===== src/rtl/conv2d_engine.sv =====
// KxK "valid" 2-D convolution engine that reads image and kernel from a single-port word memory
// and writes results back. Define CONV2D_SAT_EN to saturate results instead of wrapping them.
module conv2d_engine #(
    parameter int unsigned DATA_W = 32,
    parameter int unsigned ADDR_W = 9,
    parameter int unsigned DIM_W  = 8,
    parameter int unsigned K      = 3,
    parameter int unsigned SHIFT  = 0
) (
    input  logic              clk,
    input  logic              rst,
    input  logic              start,
    input  logic [ADDR_W-1:0] src_base,
    input  logic [ADDR_W-1:0] ker_base,
    input  logic [ADDR_W-1:0] dst_base,
    input  logic [DIM_W-1:0]  img_w,
    input  logic [DIM_W-1:0]  img_h,
    input  logic [DATA_W-1:0] mem_out,
    output logic [ADDR_W-1:0] mem_index,
    output logic [DATA_W-1:0] mem_in,
    output logic              mem_wr,
    output logic              busy,
    output logic              done,
    output logic              err
);
    localparam int unsigned KK = K * K;
    localparam int unsigned NW = (KK > 1) ? $clog2(KK) : 1;
    localparam int unsigned IW = (K > 1) ? $clog2(K) : 1;
    localparam int unsigned AW = 2 * DATA_W + $clog2(KK);
    localparam logic [NW-1:0]    NLast  = NW'(KK - 1);
    localparam logic [NW-1:0]    NOne   = NW'(1);
    localparam logic [IW-1:0]    ILast  = IW'(K - 1);
    localparam logic [IW-1:0]    IOne   = IW'(1);
    localparam logic [DIM_W-1:0] KM1    = DIM_W'(K - 1);
    localparam logic [DIM_W-1:0] DimOne = DIM_W'(1);
`ifdef CONV2D_SAT_EN
    localparam logic signed [AW-1:0] SatMax = {{(AW-DATA_W+1){1'b0}}, {(DATA_W-1){1'b1}}};
    localparam logic signed [AW-1:0] SatMin = {{(AW-DATA_W+1){1'b1}}, {(DATA_W-1){1'b0}}};
`endif

    typedef enum logic [2:0] {StIdle, StKreq, StKcap, StPreq, StPcap, StWr, StDone} state_t;

    state_t                     state_q;
    logic [ADDR_W-1:0]          src_q, ker_q, dst_q;
    logic [DIM_W-1:0]           w_q, ow_q, oh_q;
    logic [DIM_W-1:0]           r_q, c_q;
    logic [IW-1:0]              i_q, j_q;
    logic [NW-1:0]              n_q;
    logic signed [AW-1:0]       acc_q;
    logic signed [DATA_W-1:0]   coef_q [KK];

    logic                       geom_bad, last_tap, last_col, last_pix;
    logic [IW-1:0]              ni, nj;
    logic [DIM_W-1:0]           nr, nc;
    logic [NW-1:0]              tap;
    logic [ADDR_W-1:0]          tap_addr, pix_addr, wr_addr;
    logic signed [2*DATA_W-1:0] prod;
    logic signed [AW-1:0]       acc_sum, shifted;
    logic [DATA_W-1:0]          result;

    always_comb begin
        geom_bad = (32'(img_w) < K) || (32'(img_h) < K);
        last_tap = (i_q == ILast) && (j_q == ILast);
        last_col = (c_q == ow_q - DimOne);
        last_pix = last_col && (r_q == oh_q - DimOne);
        nj       = (j_q == ILast) ? '0 : j_q + IOne;
        ni       = (j_q == ILast) ? i_q + IOne : i_q;
        nc       = last_col ? '0 : c_q + DimOne;
        nr       = last_col ? r_q + DimOne : r_q;
        tap      = NW'(i_q * K + j_q);
        // All address terms are reduced to ADDR_W bits so the sums wrap silently.
        tap_addr = src_q + (ADDR_W'(r_q) + ADDR_W'(ni)) * ADDR_W'(w_q) + ADDR_W'(c_q)
                   + ADDR_W'(nj);
        pix_addr = src_q + ADDR_W'(nr) * ADDR_W'(w_q) + ADDR_W'(nc);
        wr_addr  = dst_q + ADDR_W'(r_q) * ADDR_W'(ow_q) + ADDR_W'(c_q);
        prod     = $signed(mem_out) * coef_q[tap];
        acc_sum  = acc_q + AW'(prod);
        shifted  = acc_sum >>> SHIFT;
`ifdef CONV2D_SAT_EN
        if (shifted > SatMax) begin
            result = DATA_W'(SatMax);
        end else if (shifted < SatMin) begin
            result = DATA_W'(SatMin);
        end else begin
            result = DATA_W'(shifted);
        end
`else
        result   = DATA_W'(shifted);
`endif
    end

    always_ff @(posedge clk) begin
        if (rst) begin
            state_q   <= StIdle;
            src_q     <= '0;
            ker_q     <= '0;
            dst_q     <= '0;
            w_q       <= '0;
            ow_q      <= '0;
            oh_q      <= '0;
            r_q       <= '0;
            c_q       <= '0;
            i_q       <= '0;
            j_q       <= '0;
            n_q       <= '0;
            acc_q     <= '0;
            coef_q    <= '{default: '0};
            mem_index <= '0;
            mem_in    <= '0;
            mem_wr    <= 1'b0;
            busy      <= 1'b0;
            done      <= 1'b0;
            err       <= 1'b0;
        end else begin
            unique case (state_q)
                StIdle: begin
                    if (start) begin
                        src_q <= src_base;
                        ker_q <= ker_base;
                        dst_q <= dst_base;
                        w_q   <= img_w;
                        ow_q  <= img_w - KM1;
                        oh_q  <= img_h - KM1;
                        if (geom_bad) begin
                            state_q <= StDone;
                            done    <= 1'b1;
                            err     <= 1'b1;
                        end else begin
                            state_q   <= StKreq;
                            busy      <= 1'b1;
                            n_q       <= '0;
                            mem_index <= ker_base;
                        end
                    end
                end
                StKreq: state_q <= StKcap;
                StKcap: begin
                    coef_q[n_q] <= mem_out;
                    if (n_q == NLast) begin
                        state_q   <= StPreq;
                        r_q       <= '0;
                        c_q       <= '0;
                        i_q       <= '0;
                        j_q       <= '0;
                        acc_q     <= '0;
                        mem_index <= src_q;
                    end else begin
                        state_q   <= StKreq;
                        n_q       <= n_q + NOne;
                        mem_index <= ker_q + ADDR_W'(n_q + NOne);
                    end
                end
                StPreq: state_q <= StPcap;
                StPcap: begin
                    acc_q <= acc_sum;
                    if (last_tap) begin
                        state_q   <= StWr;
                        mem_wr    <= 1'b1;
                        mem_in    <= result;
                        mem_index <= wr_addr;
                    end else begin
                        state_q   <= StPreq;
                        i_q       <= ni;
                        j_q       <= nj;
                        mem_index <= tap_addr;
                    end
                end
                StWr: begin
                    mem_wr <= 1'b0;
                    if (last_pix) begin
                        state_q <= StDone;
                        busy    <= 1'b0;
                        done    <= 1'b1;
                    end else begin
                        state_q   <= StPreq;
                        r_q       <= nr;
                        c_q       <= nc;
                        i_q       <= '0;
                        j_q       <= '0;
                        acc_q     <= '0;
                        mem_index <= pix_addr;
                    end
                end
                StDone: begin
                    state_q <= StIdle;
                    done    <= 1'b0;
                    err     <= 1'b0;
                end
                default: state_q <= StIdle;
            endcase
        end
    end

endmodule


===== config.mk =====
export PLATFORM = sky130hd
export DESIGN_NAME = conv2d_engine
export DESIGN_NICKNAME = d
export VERILOG_FILES = /design/src/rtl/conv2d_engine.sv
export SDC_FILE = /design/constraint.sdc
export NUM_CORES = 2
export LEC_CHECK = 0
export CAP_MARGIN = 30
export CORE_ASPECT_RATIO = 0.6
export CORE_MARGIN = 4
export CORE_UTILIZATION = 54
export DETAILED_ROUTE_END_ITERATION = 12
export GPL_TIMING_DRIVEN = 0
export HOLD_SLACK_MARGIN = 0.1
export PLACE_DENSITY = 0.71
export SYNTH_ARGS = -nofsm -noshare
export SYNTH_HDL_FRONTEND = slang
export SYNTH_SLANG_ARGS = --single-unit

===== constraint.sdc =====
create_clock -name clk -period 24.3 [get_ports clk]
set_input_delay 4.86 -clock clk [delete_from_list [all_inputs] [get_ports clk]]
set_output_delay 4.86 -clock clk [all_outputs]
set_load 0.02 [all_outputs]

# Word-level counts from Yosys, hierarchy flattened
# Cells that the tools add are included.
[totals]
register_bits = 479
in_bits = 78
wordCells = 156
[op_classes]
add_sub_neg = 21
n_mul = 5
n_lt_le_gt_ge = 5
eq_ne = 20
n_mux = 51
n_bitwise = 2
n_reduce_logical = 24
[ops]
columns = ["operator", "count"]
rows = [
  ["$bwmux 288", 1],
  ["$pmux 68 s3", 1],
  ["$mux 68", 2],
  ["$bmux 32 s4", 1],
  ["$demux 32 s4", 1],
  ["$mux 32", 3],
  ["$add 68x64->68", 1],
  ["$mul 32x32->64", 1],
  ["$mux 9", 5],
  ["$mux 8", 5],
  ["$pmux 9 s4", 1],
  ["$pmux 8 s2", 2],
  ["$add 9x8->9", 3],
  ["$add 9x9->9", 3],
  ["$reduce_and 4->1", 5],
  ["$mul 8x8->9", 2],
  ["$ne 2x2->1 const B", 9],
  ["$pmux 3 s6", 1],
  ["$add 8x1->8 const B", 2],
  ["$eq 8x8->1", 2],
  ["$lt 8x2->1 const B", 2],
  ["$sub 8x1->8 const B", 2],
  ["$sub 8x2->8 const B", 2],
  ["$mux 2", 7],
  ["32 further kinds", 64],
]

# Depth between registers and ports, before layout
[logic_depth]
depth_word = 9
depth_mapped = 41
ltp_nobuf = 36

# Least setup slack after synthesis
# Ideal clock, no wire load.
[synth_path]
kind = "input to register"
startpoint = "input port mem_out[12]"
endpoint = "register acc_q[31]"
setup_time_ns = 0.128
arrival_ns = 11.624
required_time_ns = 24.172
slack_ns = 12.549
path_stages = 26
path_buffers = 2
path_cell_list = "clkbuf_1 > clkbuf_1 > nand2_1 > fa_1 > inv_1 > fa_1 > inv_1 > fa_1 > inv_1 > fa_1 > inv_1 > fa_1 > fa_1 > fa_1 > fa_1 > xor2_1 > xnor2_1 > xnor2_1 > xnor3_1 > xnor3_1 > xnor3_1 > xnor3_1 > xnor3_1 > xnor2_1 > a22oi_1 > nor2_1"
[synth_between]
elab_chain_len = 3
[synth_rtl]
columns = ["element", "line", "rtl"]
rows = [
  ["start: declaration", "18", "input logic [DATA_W-1:0] mem_out,"],
  ["$mul 32x32->64", "76", "prod = $signed(mem_out) * coef_q[tap];"],
  ["$add 68x64->68", "77", "acc_sum = acc_q + AW'(prod);"],
  ["$pmux 68 s3", "115", "unique case (state_q)"],
  ["end signal: assignment", "155", "acc_q <= acc_sum;"],
  ["end: declaration", "49", "logic signed [AW-1:0] acc_q;"],
]
# No other way between the ends.
# A chain may end at the register's enable or synchronous reset.

# Worst setup path in the final report
[layout_path]
startpoint = "input port mem_out[12]"
endpoint = "register mem_in[31]"
[layout_between]
elab_chain_len = 2
[layout_rtl]
columns = ["element", "line", "rtl"]
rows = [
  ["$mul 32x32->64", "76", ""],
  ["$add 68x64->68", "77", ""],
  ["end signal: assignment", "159", "mem_in <= result;"],
  ["end: declaration", "20", "output logic [DATA_W-1:0] mem_in,"],
]
# No other way between the ends.

==> flow_summary.yaml <==
finish:
  multi_input_area_sq_um: 28800
  drive_gt1_share_pct: 4.60
  seq_area_sq_um: 8850
  fill_cells: 6686
  postLayoutCellArea_sq_um: 46000
  utilization_pct: 60.6
  final_common_cell: "nand2_1"
  fin_cells: 6091
  area_growth_pct: 10.8
  final_nets: 5905
  final_cell_mix: "nand2_1 (1034), inv_1 (699), fa_1 (534), dfxtp_1 (442), a21oi_1 (427)"
sta:
  worst_slew_pin_slew_ns: 1.32
  drv_slew: 0
  fin_crit_ns: 13.71
  finalClockSkew_ns: 0.0292
  clock.fmax_ghz: 0.0729
  hold_viol: 0
  rsz0062_at_grt: "no"
  period_share_pct: 56.4
  setup_viol: 0
  slew_headroom_pct: 12.2
  tns_ns: 0
yosys:
  syn-cell-area_sq_um: 41500
  synth_edf_count: 0
  ys.flop_type: "dfxtp_1"
  synth_seq_area_share_pct: 21.3
  synth_cells: 4861
  ys_ff_latch: 442
  synth.top_cell.area_share_pct: 25.8
  yosysTopAreaCell: "fa_1"
  synth_cell_types: 71
  synthArstFlopShare_pct: 0
  synth_warnings: 0
  syn_nets: 5711
  avgSynthCellArea_sq_um: 8.53
  yosys-top-cells-area: "fa_1 (26%), dfxtp_1 (21%), nand2_1 (9.4%)"
route:
  wl_per_cell_um: 25.0
  detail_route.iter0.violations: 4993
  firstDrtPassIters: 7
  viasPerCell: 5.88
  drc: 0
  wl_um: 152000
  ant_nets: 0
  vias: 35800
place:
  numPlacedInstances: 5986
  port_buffers: 111
  placed_area_sq_um: 44000
  place_congestion: 1.04
  post-dp-hpwl_um: 123000
pwr:
  vdd_drop_max_mv: 0.0554
  seq_power_share_pct: 35.7
  powerDensity_nw_per_um2: 45.5
  swShare_pct: 33.8
  power.internal_mw: 1.38
  p_leak_nw: 19.5
  power_mw: 2.09
  combinationalPowerShare_pct: 26.6
  clockPowerShare_pct: 37.7
  p_sw_uw: 706
cts:
  cts-buffers-inserted: 46
  clk_pin_slew_ns: 0.06
  clkLatencyLatePin_ns: 0.62
  holdBufCountCts: 0
  cts_max_path_buffers: 3
  clkSinkCount: 442
  cts_root_buf: "clkbuf_16"
  postCtsSetupBuffers: 0
  cts_tree: "done"
  htreeDepth: 2
  cts_resized: 0
setup_path:
  rr_startpoint: "i_q[0]"
  cp_max_fo: 10
  endpoint_kind: "flip-flop"
  worstSetupStartpointType: "primary input"
  r2r_slack_ns: 10.93
  rr_worst_depth: 35
  r2r_end: "mem_in[31]"
  crit_type: "in2reg"
  arrival_ns: 14.23
  crit_required_ns: 24.82
die:
  num_rows: 78
  start_util_pct: 54.7
  fp.dieArea_sq_um: 81500
  die_h_um: 223
  die_w_um: 366
  fp.coreArea_sq_um: 75800
  ios: 123
hold_path:
  hp-start: "mem_in[15]"
  hold_path_class: "reg2reg"
  whs_endpoint: "mem_in[15]"
  whs_path_depth: 2
grt:
  grt_pass1_wl_um: 225000
  grt_antenna_before_repair: 4
  grtUsageTotal_pct: 37.0
  grt_pass1_vias: 34100
  busiest_layer: "met1"
  grt-ovfl-total: 0
  gr-usage-met1_pct: 56.1
  use_met2_pct: 45.6
  grt_util_met3_pct: 18.4
  grt_start_max_net_pins: 16
outcome:
  status: "completed"
job:
  maxCapViolCount: 0
cells in the mapped netlist (40+ instances only):
| cell | instances |
|---|---|
| nand2_1 | 1034 |
| inv_1 | 699 |
| fa_1 | 534 |
| dfxtp_1 | 442 |
| a21oi_1 | 427 |
| and2_1 | 326 |
| clkbuf_1 | 286 |
| ha_1 | 238 |
| xnor2_1 | 136 |
| nor2_1 | 120 |
| nor2b_1 | 59 |
| mux4_2 | 54 |
| xor2_1 | 50 |
| a22oi_1 | 40 |
area by class of cell:
cell class | instances | share of cell area, %
clock inverters | 24 | 0.754
well taps | 1000 | 2.72
multi-input cells | 3402 | 62.6
clock buffers | 59 | 2.81
diodes | 1 | 0.00545
flip-flops and latches | 442 | 19.3
inverters | 700 | 5.72
plain buffers | 317 | 2.72
repair buffers | 146 | 3.41
kinds of logic after synthesis:
group           after synthesis  synth area share (%)
compound gates              643                  9.01
xor+xnor                    197                  4.52
fa+ha+maj                   772                  32.9
buf+inv                    1017                  9.35
flops                       442                  21.3
mux                         108                  4.31
simple gates               1682                  18.5
power groups by stage:
stage / Combinational, mW / Clock (mW) / Sequential, mW
6_report: 0.555 / 0.787 / 0.746
5_1_grt: 0.600 / 0.819 / 0.747
4_1_cts: 0.534 / 0.789 / 0.746
3_5_place_dp: 0.530 / 0 / 0.762
3_3_place_gp: 0.520 / 0 / 0.762
2_1_floorplan: 0.333 / 0 / 0.761
worst max-delay path: stages:
cell	delay, ns
clkdlybuf4s50_1	0.55
clkbuf_1	0.68
clkbuf_1	0.72
nand2_1	0.18
fa_1	0.58
inv_1	0.06
fa_1	0.54
inv_1	0.07
fa_1	0.51
inv_1	0.06
fa_1	0.55
inv_1	0.06
fa_1	0.48
fa_1	0.44
fa_1	0.52
fa_1	0.42
xor2_1	0.17
xnor2_1	0.22
xnor2_1	0.15
xnor3_1	0.52
xnor3_1	0.26
xnor3_1	0.32
xnor3_1	0.42
xnor3_1	0.29
xnor2_1	0.39
nor2_1	0.08
nor3_1	0.13
metrics by stage:
| stage | hold slack, ns | worst slack [ns] |
|---|---|---|
| 2_1_floorplan | 0.432 | 12.55 |
| 3_3_place_gp | 0.439 | 10.12 |
| 3_5_place_dp | 0.446 | 10.25 |
| 4_1_cts | 0.455 | 10.84 |
| 5_1_grt | 0.469 | 10.45 |
| 6_report | 0.453 | 10.59 |
registers in the layout (all words and copies together), names as in the netlist, 9 cells and up:
signal and flops:
coef_q 288, acc_q 32, mem_in 32, dst_q 9
ker_q 9, mem_index 9, src_q 9
how the worst max path moves through the flow:
stage	start	to	slack, ns	depth (start not counted)
global route	mem_out[12]	mem_in[31]	10.45	27
CTS	mem_out[12]	mem_in[31]	10.84	27
global placement	mem_out[3]	acc_q[31]	10.12	25
floorplan	mem_out[12]	acc_q[31]	12.55	26
finish	mem_out[12]	mem_in[31]	10.59	27
detailed placement	mem_out[12]	mem_in[31]	10.25	27
per-layer routing:
metal | routed length (um) | up-vias
met5 | 129 | -
met2 | 55200 | 2569
li1 | - | 15500
met3 | 27800 | 239
met1 | 65000 | 17500
met4 | 3850 | 4
Note: power is estimated with default switching activity, not from simulation.
